File: config.mk
export PLATFORM = sky130hd
export DESIGN_NAME = controle_mult
export DESIGN_NICKNAME = d
export VERILOG_FILES = /design/src/rtl/controle_mult.sv
export SDC_FILE = /design/constraint.sdc
export NUM_CORES = 1
export LEC_CHECK = 0
export BUFFER_PORTS_ARGS = -buffer_cell sky130_fd_sc_hd__buf_2
export CAP_MARGIN = 40
export CORE_AREA = 2 2 39 41
export DETAILED_ROUTE_END_ITERATION = 16
export DIE_AREA = 0 0 41 43
export MAX_ROUTING_LAYER = met4
export PLACE_DENSITY = 0.44
export SLEW_MARGIN = 20
export SYNTH_ARGS = -nofsm -noshare
export SYNTH_HDL_FRONTEND = slang
export SYNTH_SLANG_ARGS = --single-unit
File: constraint.sdc
create_clock -name Clk -period 1.4 [get_ports Clk]
set_input_delay 0.28 -clock Clk [delete_from_list [all_inputs] [get_ports Clk]]
set_output_delay 0.28 -clock Clk [all_outputs]
set_load 0.03 [all_outputs]
File: src/rtl/controle_mult.sv
// controle_mult: sequencing controller for a shift-add multiplier accumulator.
// It issues one Load, then one Ad/Sh or Sh step per multiplier bit, then holds
// Done until the start request is released. The strobes are decoded
// combinationally from the state, K, St and M.
module controle_mult #(
  parameter int N = 4
) (
  input  logic Clk,
  input  logic Rst_n,
  input  logic St,
  input  logic M,
  output logic Load,
  output logic Ad,
  output logic Sh,
  output logic Busy,
  output logic Done
);

  localparam int KW = $clog2(N);
  localparam logic [KW-1:0] K_LAST = KW'(N - 1);

  typedef enum logic [1:0] {
    IDLE  = 2'b00,
    CHECK = 2'b01,
    SHIFT = 2'b10,
    DONE  = 2'b11
  } state_t;

  state_t        r_state;
  logic [KW-1:0] r_k;
  logic          w_last;

  assign w_last = (r_k == K_LAST);

  // State and iteration counter; reset returns to IDLE without waiting for a clock.
  always_ff @(posedge Clk or negedge Rst_n) begin
    if (!Rst_n) begin
      r_state <= IDLE;
      r_k     <= '0;
    end else begin
      case (r_state)
        IDLE: begin
          if (St) begin
            r_k     <= '0;
            r_state <= CHECK;
          end else begin
            r_state <= IDLE;
          end
        end
        CHECK: begin
          if (M) begin
            r_state <= SHIFT;
          end else if (w_last) begin
            r_state <= DONE;
          end else begin
            r_k     <= r_k + KW'(1);
            r_state <= CHECK;
          end
        end
        SHIFT: begin
          if (w_last) begin
            r_state <= DONE;
          end else begin
            r_k     <= r_k + KW'(1);
            r_state <= CHECK;
          end
        end
        DONE: begin
          if (!St) begin
            r_k     <= '0;
            r_state <= IDLE;
          end else begin
            r_state <= DONE;
          end
        end
        default: begin
          r_k     <= '0;
          r_state <= IDLE;
        end
      endcase
    end
  end

  // Strobe decode; everything is held low while reset is asserted, even with St high.
  always_comb begin
    Load = 1'b0;
    Ad   = 1'b0;
    Sh   = 1'b0;
    Busy = 1'b0;
    Done = 1'b0;
    if (Rst_n) begin
      case (r_state)
        IDLE: begin
          if (St) begin
            Load = 1'b1;
            Busy = 1'b1;
          end else begin
            Busy = 1'b0;
          end
        end
        CHECK: begin
          Busy = 1'b1;
          if (M) begin
            Ad = 1'b1;
          end else begin
            Sh = 1'b1;
          end
        end
        SHIFT: begin
          Busy = 1'b1;
          Sh   = 1'b1;
        end
        DONE: begin
          Done = 1'b1;
        end
        default: begin
          Busy = 1'b0;
        end
      endcase
    end else begin
      Busy = 1'b0;
    end
  end

endmodule

[Word-level counts from Yosys, hierarchy flattened]
Index checks and enable logic that the tools add are counted.
Word-level totals
  bits in registers: 4
  input port bits: 4
  output and inout port bits: 5
  logic and storage cells: 36
Cells by class
  $add $sub $neg: 1
  equality and inequality tests: 7
  multiplexer cells: 23
  reduce and logical (&&, ||, !) cells: 3
Operators by type and width (count)
  case mux 2 bit (4 select lines): 2
  two-way mux 2 bit: 7
  two-way mux 1 bit: 12
  equality test 2 bit (second input constant): 3
  != test 2 bit (second input constant): 3
  case mux 1 bit (2 select lines): 2
  AND reduction 3 bit: 1
  adder 2 x 1 -> 2 bit (second input constant): 1
  equality test 2 x 1 -> 1 bit (second input constant): 1
  logical NOT 2 bit: 1
  OR reduction 2 bit: 1

[Depth between registers and ports, before layout]
Gate-level depths: netlist of run 1.
  depth after elaboration: 4
  gate-level depth with buffers: 5
  gate-level depth less buffers: 5

[Least setup slack after synthesis of run 1]
Ideal clock, no wire load.
  kind: reg-to-output
  from: register r_state[0]
  to: output Busy
  arrival time: 1.509 ns
  required time: 1.120 ns
  setup slack: -0.389 ns
  cell stages (with the launch flop): 6
  cells stage by stage: dfrtp_1 -> inv_1 -> ha_1 -> and3_1 -> a21oi_1 -> nor2_1
On the way
  cells in the longest elaborated chain, start to end: 4
  elaborated cells between the ends (all ways): 6
  classes of those cells: 2 x eq/ne; 2 x mux; 2 x reduce/logical
RTL lines
  from (decl): line 29  | state_t r_state;
  from (signal assigned): line 38  | r_state <= IDLE;
  from (signal assigned): line 45  | r_state <= CHECK;
  from (signal assigned): line 47  | r_state <= IDLE;
  equality test 2 x 1 -> 1 bit or equality test 2 bit (tied branches): line 92  | case (r_state)
  OR reduction 2 bit (no source line)
  case mux 1 bit (2 select lines) (*): line 92
  two-way mux 1 bit (*): line 91  | if (Rst_n) begin
  to (decl): line 15  | output logic Busy,
Every way passes the cells marked *; elsewhere a longest branch is shown, timed or not.

[Final worst setup path of run 1]
Same ends and word-level chain as after synthesis.

==> qor.txt, run 1 <==
=================================================================================
Result of the run                                                    complete, but fails checks
Violations in the final reports                                      setup timing
Area overhead of the layout relative to synthesis                           89.2%
First-pass GRT wire length                                                1.70 mm
Crit path time final                                                      1.59 ns
Summed instance area of the synthesized netlist                           369 µm²
Final hold slack                                                        0.0226 ns
Leakage Power                                                            0.332 nW
Final setup violation count                                                     8
Element type at the critical path start                                  register
Max Transition Viols Final                                                      0
Wire per inst                                                             12.1 µm
Die ar.                                                                  1760 µm²
Maximum number of pins on one net before global-route repair                    8
Detailed-route vias per instance                                             4.76
Post-Route Skew                                                        0.00253 ns
Worst-case reg-to-reg path depth                                                8
Post-synthesis instance total                                                  43
HPWL Detailed                                                              731 µm
CTS tree                                                                      yes
Count of input and output buffers                                               8
Global-route usage over all layers                                          14.8%
CTS Hold Buffers Added                                                          0
Highest achievable clock rate                                             628 MHz
Initial DRT Pass Iterations                                                     4
Source of the worst register-to-register timing path                   r_state[0]
Number of clock sinks seen by CTS                                               4
Remaining antenna violation count                                               0
Worst slew margin                                                           84.2%
Largest cells by area after synthesis                                sky130_fd_sc_hd__dfrtp_1, sky130_fd_sc_hd__ha_1, sky130_fd_sc_hd__nand3_1, sky130_fd_sc_hd__o21ai_0, sky130_fd_sc_hd__a21oi_1
Number of unique standard cell types used by synthesis                         18
Crit Path Max Fanout                                                            3
Clk_lat worst skew                                                        0.23 ns
Count of inserted antenna diode cells                                           0
Via count of the first global-routing pass                                    417
Standard-cell rows                                                             14
Fraction of layout cells with a size suffix above 1                         60.6%
Place WS                                                               -0.0137 ns
Fin crit share                                                               114%
Starting utilization of the core area                                       26.7%
Endpoints failing hold                                                          0
CORE AREA                                                                1380 µm²
Initial antenna violation count                                                 0
Measured slew at the worst slew-check pin                                0.237 ns
Count of warnings emitted by yosys                                              0
Aggregate global routing overflow                                               0
Total vias in the final route                                                 414
Final Total Pwr                                                           1.35 mW
Number of nets in the layout                                                   85
TritonCTS Buffers                                                               3
Worst-path cell with the longest stage delay                         sky130_fd_sc_hd__dfrtp_2
Arrival time at the worst endpoint                                        1.31 ns
Multi-input combinational cell area                                       342 µm²
Type of the worst setup path                                              reg2out
FF/Latch Area                                                             101 µm²
Setup repair after global routing missed its margin                          true
Maximum clock insertion buffer count                                            2
Cell-by-cell listing of the critical path                            inv_4 > ha_4 > and3_4 > a21oi_4 > nor2_4 > buf_6
Post-synthesis sequential area ratio                                        27.1%
Nets in the synthesized netlist                                                55
Number of fill cells                                                          135
Die Span Y                                                                  43 µm
Yosys top cell area share                                                   27.1%
First element of the critical path                                     r_state[0]
CP Capture Type                                                       output port
Worst setup slack after layout                                          -0.192 ns
DRC marker count from the first detailed-route iteration                        4
Floorplan die width                                                         41 µm
Worst setup path endpoint                                                    Busy
CTS Root Buffer Type                                                 sky130_fd_sc_hd__clkbuf_4
Power per unit of standard cell area                                  1940 nW/µm²
Mean Syn Cell Area                                                       8.58 µm²
Required time worst endpoint                                              1.12 ns
Worst path max stage delay                                                0.43 ns
Count of max-cap constraint violations                                          0
Max IR drop VDD                                                          0.886 mV
Placer Congestion                                                           0.712
Detailed Route WL                                                         1.05 mm
Number of top-level design ports                                                9
Flop and latch count out of synthesis                                           4
DRC violation count after routing                                               0
Register clock-pin slew on the reported worst setup and hold paths        0.03 ns
Level count of the clock H-tree                                                 1
Worst hold path type                                                     in2async
R2R setup slack                                                          -0.11 ns
Cell type contributing the most total cell area after synthesis      sky130_fd_sc_hd__dfrtp_1
End of the worst register-to-register path                             r_state[1]
=================================================================================
==> placed cells by master, fill, tap and decap left out, types with 2 or more instances in the layout <==
| cell | synthesis | routed |
|---|---|---|
| sky130_fd_sc_hd__ha_1 | 8 | 4 |
| sky130_fd_sc_hd__buf_2 | 0 | 3 |
| sky130_fd_sc_hd__nor2_1 | 4 | 2 |
| sky130_fd_sc_hd__a21oi_4 | 0 | 2 |
| sky130_fd_sc_hd__o21ai_1 | 0 | 3 |
| sky130_fd_sc_hd__nand3_1 | 6 | 6 |
| sky130_fd_sc_hd__dfrtp_1 | 4 | 3 |
| sky130_fd_sc_hd__buf_4 | 0 | 17 |
| sky130_fd_sc_hd__ha_4 | 0 | 3 |
| sky130_fd_sc_hd__clkbuf_4 | 0 | 3 |
| sky130_fd_sc_hd__buf_6 | 0 | 5 |
==> how the worst min path moves through the flow <==
stage / from / end / cells past startpoint
final: Rst_n / r_k[1] / 2
after global routing: Rst_n / r_k[0] / 2
after CTS: Rst_n / r_k[0] / 2
after detailed placement: Rst_n / r_k[0] / 2
after global placement: Rst_n / r_state[1] / 2
after floorplan: Rst_n / r_k[0] / 0
==> layer usage <==
metal | up-vias | track usage (%) | wire, µm
li1 | 209 | - | -
met1 | 195 | 17.3 | 446
met2 | 10 | 22.5 | 554
met4 | 0 | 2.00 | 0
met5 | - | - | 0
met3 | 0 | 7.85 | 50
==> worst max-delay path: cells and delay by family, from the launching register on <==
| family | cells | cell delay, ns |
|---|---|---|
| DFF | 1 | 0.43 |
| AOI/OAI and AO/OA | 1 | 0.04 |
| buffers and inverters | 2 | 0.21 |
| and+or+nand+nor | 2 | 0.29 |
| adders and majority gates | 1 | 0.12 |
==> through the flow <==
stage	TNS [ns]	util (%)	instances	area [µm²]
2_1_floorplan	-0.0165	-	43	408
3_3_place_gp	-0.0277	38.7	76	536
3_5_place_dp	-0.0137	38.7	76	536
4_1_cts	-0.711	47.2	83	653
5_1_grt	-1.41	50.5	87	698
6_report	-1.00	50.5	87	698
==> registers in the layout, summed over array words and instances (netlist names) <==
| register | count |
|---|---|
| r_state | 2 |
| r_k | 2 |
==> power breakdown <==
group / switching, mW / leakage, nW / internal [mW]
clock: 0.0396 / 0.0138 / 0.0953
combinational: 0.453 / 0.267 / 0.562
sequential: 0.0441 / 0.0512 / 0.160
==> layout make-up <==
| cell class | instances | share of cell area, % |
|---|---|---|
| tap | 16 | 2.87 |
| timing repair buffer | 25 | 28.5 |
| sequential | 4 | 14.5 |
| multi-input combinational | 36 | 48.9 |
| inverter | 3 | 1.97 |
| clock buffer | 3 | 3.23 |
==> Yosys cell counts (all sizes together) <==
cell type and instances:
ha 8, nand3 6, dfrtp 4, nor2 4
o21ai 4, a21oi 3, inv 3, and3 2
a22o 1, a22oi 1, a2bb2oi 1, and2 1
and3b 1, nand2 1, nand2b 1, nor2b 1
nor3b 1
==> timing repair <==
| action | CTS | global route |
|---|---|---|
| setup buffers | 4 | 4 |
| gates resized for setup | 19 | 5 |
| setup endpoints to repair | 5 | 8 |
| pin swaps | 4 | 6 |
==> cell families after synthesis <==
logic type	synth area share, %
DFF	27.1
adders and majority gates	27.1
AOI/OAI and AO/OA	16.3
and+or+nand+nor	26.4
buffers and inverters	3.05
No activity file was read; power rests on OpenSTA's default activity.
==> run 2: changes to the inputs <==
--- a/config.mk
+++ b/config.mk
@@ -11,7 +11,7 @@
 export DETAILED_ROUTE_END_ITERATION = 16
 export DIE_AREA = 0 0 41 43
 export MAX_ROUTING_LAYER = met4
-export PLACE_DENSITY = 0.44
+export PLACE_DENSITY = 0.57
 export SLEW_MARGIN = 20
 export SYNTH_ARGS = -nofsm -noshare
 export SYNTH_HDL_FRONTEND = slang
==> run 2 against run 1 <==
  * The flow still finishes with violations (setup timing)
  * Clock-buffer cell count is the same
  * Non-clock buffer count is 6 lower
  * First-iteration DRC count is 50% lower
  * Critical path depth did not move
  * Clock skew up 0.0049 ns
  * Die area is the same
  * Worst hold slack improved by 0.0030 ns
  * Sequential cell count is the same
  * Critical path type unchanged
==> qor.txt, run 2 (synthesized netlist as in run 1, its figures left out) <==
=================================================================================
Switching share of power                                                    41.1%
Floorplan die width                                                         41 µm
HPWL Detailed                                                              714 µm
Setup repair after global routing missed its margin                          true
Crit path time final                                                      1.60 ns
Clk network pwr share                                                       12.1%
Highest achievable clock rate                                             627 MHz
Placed cell count                                                              74
Global-route usage over all layers                                          14.3%
End of the worst register-to-register path                                 r_k[1]
Power per unit of standard cell area                                  1900 nW/µm²
Final hold slack                                                        0.0256 ns
Standard-cell rows                                                             14
Most common library cell in the layout ignoring fill and taps        sky130_fd_sc_hd__buf_4
DRC marker count from the first detailed-route iteration                        2
Setup TNS                                                               -0.892 ns
Area overhead of the layout relative to synthesis                           70.8%
Total vias in the final route                                                 402
Detailed-route vias per instance                                             4.96
Cell-by-cell listing of the critical path                            inv_4 > ha_4 > and3_4 > a21oi_4 > nor2_4 > buf_6
CTS Root Buffer Type                                                 sky130_fd_sc_hd__clkbuf_4
Fraction of layout cells with a size suffix above 1                         50.8%
CP Capture Type                                                       output port
Detailed Route WL                                                          989 µm
Sequential group share of total power                                       17.2%
Post-route non-filler standard cell count                                      81
Element type at the critical path start                                  register
TritonCTS Buffers                                                               3
DRC violation count after routing                                               0
Count of inserted antenna diode cells                                           0
Measured slew at the worst slew-check pin                                0.238 ns
FF/Latch Area                                                             101 µm²
Final instance area                                                       631 µm²
Place WS                                                               -0.0245 ns
Placer Congestion                                                           0.778
Remaining antenna violation count                                               0
Arrival time at the worst endpoint                                        1.32 ns
Met2 Use GR                                                                 23.4%
Largest registers                                                    r_k (2), r_state (2)
Count of max-cap constraint violations                                          0
CTS tree                                                                      yes
Type of the worst setup path                                              reg2out
Fin crit share                                                               114%
Die ar.                                                                  1760 µm²
Worst-case reg-to-reg path depth                                                6
Initial DRT Pass Iterations                                                     4
Aggregate global routing overflow                                               0
Wire per inst                                                             12.2 µm
Endpoints failing hold                                                          0
Worst path max stage delay                                                0.40 ns
Leakage Power                                                            0.303 nW
Register clock-pin slew on the reported worst setup and hold paths        0.04 ns
Maximum number of pins on one net before global-route repair                    8
Worst setup slack after layout                                          -0.196 ns
Initial antenna violation count                                                 0
Source of the worst register-to-register timing path                   r_state[0]
Count of input and output buffers                                               8
Worst hold path type                                                     in2async
Max IR drop VDD                                                          0.559 mV
Clk_lat worst skew                                                        0.24 ns
Via count of the first global-routing pass                                    421
Number of top-level design ports                                                9
Placed cell area                                                          520 µm²
Max Transition Viols Final                                                      0
Result of the run                                                    complete, but fails checks
Most frequent cells in the layout                                    sky130_fd_sc_hd__buf_4, sky130_fd_sc_hd__nand3_1, sky130_fd_sc_hd__ha_1
Maximum clock insertion buffer count                                            2
Met1 Use GR                                                                 16.9%
Number of fill cells                                                          139
Met3 GRT Util                                                               4.71%
End-of-flow core utilization                                                45.6%
Number of nets in the layout                                                   79
Final Total Pwr                                                           1.20 mW
Portion of total power attributed to combinational logic                    70.7%
Starting utilization of the core area                                       26.7%
First element of the critical path                                     r_state[0]
R2R setup slack                                                          -0.07 ns
Worst slew margin                                                           84.2%
Layer with the highest usage after global routing                            met2
Final setup violation count                                                     7
Worst-path cell with the longest stage delay                         sky130_fd_sc_hd__dfrtp_2
Die Span Y                                                                  43 µm
Violations in the final reports                                      setup timing
First-pass GRT wire length                                                1.70 mm
Level count of the clock H-tree                                                 1
Multi-input combinational cell area                                       323 µm²
Post-Route Skew                                                        0.00740 ns
Required time worst endpoint                                              1.12 ns
CORE AREA                                                                1380 µm²
Power dissipated by switching net loads                                  0.493 mW
Crit Path Max Fanout                                                            4
Internal Power                                                           0.706 mW
Number of clock sinks seen by CTS                                               4
=================================================================================
-- run 2: changes by cell type in the layout (fill, tap and decap cells not counted), sizes merged --
| cell | change |
|---|---|
| dlygate4sd3 | +1 |
| buf | -7 |
-- run 2: final cells by class --
cell class,instances,share of cell area (%)
inverter,3,2.18
timing repair buffer,19,23.8
multi-input combinational,36,51.2
clock buffer,3,3.57
sequential,4,16.1
tap,16,3.17
-- run 2: how the worst max path moves through the flow --
stage,endpoint,slack [ns],cells past startpoint
after global routing,Busy,-0.26,6
after global placement,Sh,-0.02,5
after detailed placement,Busy,-0.02,6
after CTS,Busy,-0.22,6
final,Busy,-0.20,6
after floorplan,Busy,-0.02,5
-- run 2: per-layer routing --
layer / vias to the layer above / wire length [µm]
met3: 0 / 34
met5: - / 0
li1: 195 / -
met2: 9 / 521
met1: 198 / 433
met4: 0 / 0
-- run 2: power groups by stage --
stage          clock network, mW  logic, mW  registers [mW]
2_1_floorplan                  0      0.461           0.195
3_3_place_gp                   0      0.691           0.196
3_5_place_dp                   0      0.693           0.199
4_1_cts                    0.150      0.825           0.201
5_1_grt                    0.158      0.930           0.214
6_report                   0.145      0.848           0.207
-- run 2: worst max-delay path: cells and delay by family, from the launching register on --
family | cells | cell delay [ns]
and+or+nand+nor | 2 | 0.21
AOI/OAI and AO/OA | 1 | 0.13
adders and majority gates | 1 | 0.15
buffers and inverters | 2 | 0.19
DFF | 1 | 0.40
-- run 2: repair_timing --
action,4_1_cts,5_1_grt
buffers inserted,3,0
setup endpoints to repair,5,7
hold buffers,1,0
pin swaps,3,2
hold endpoints to repair,1,0
gates resized for setup,15,2
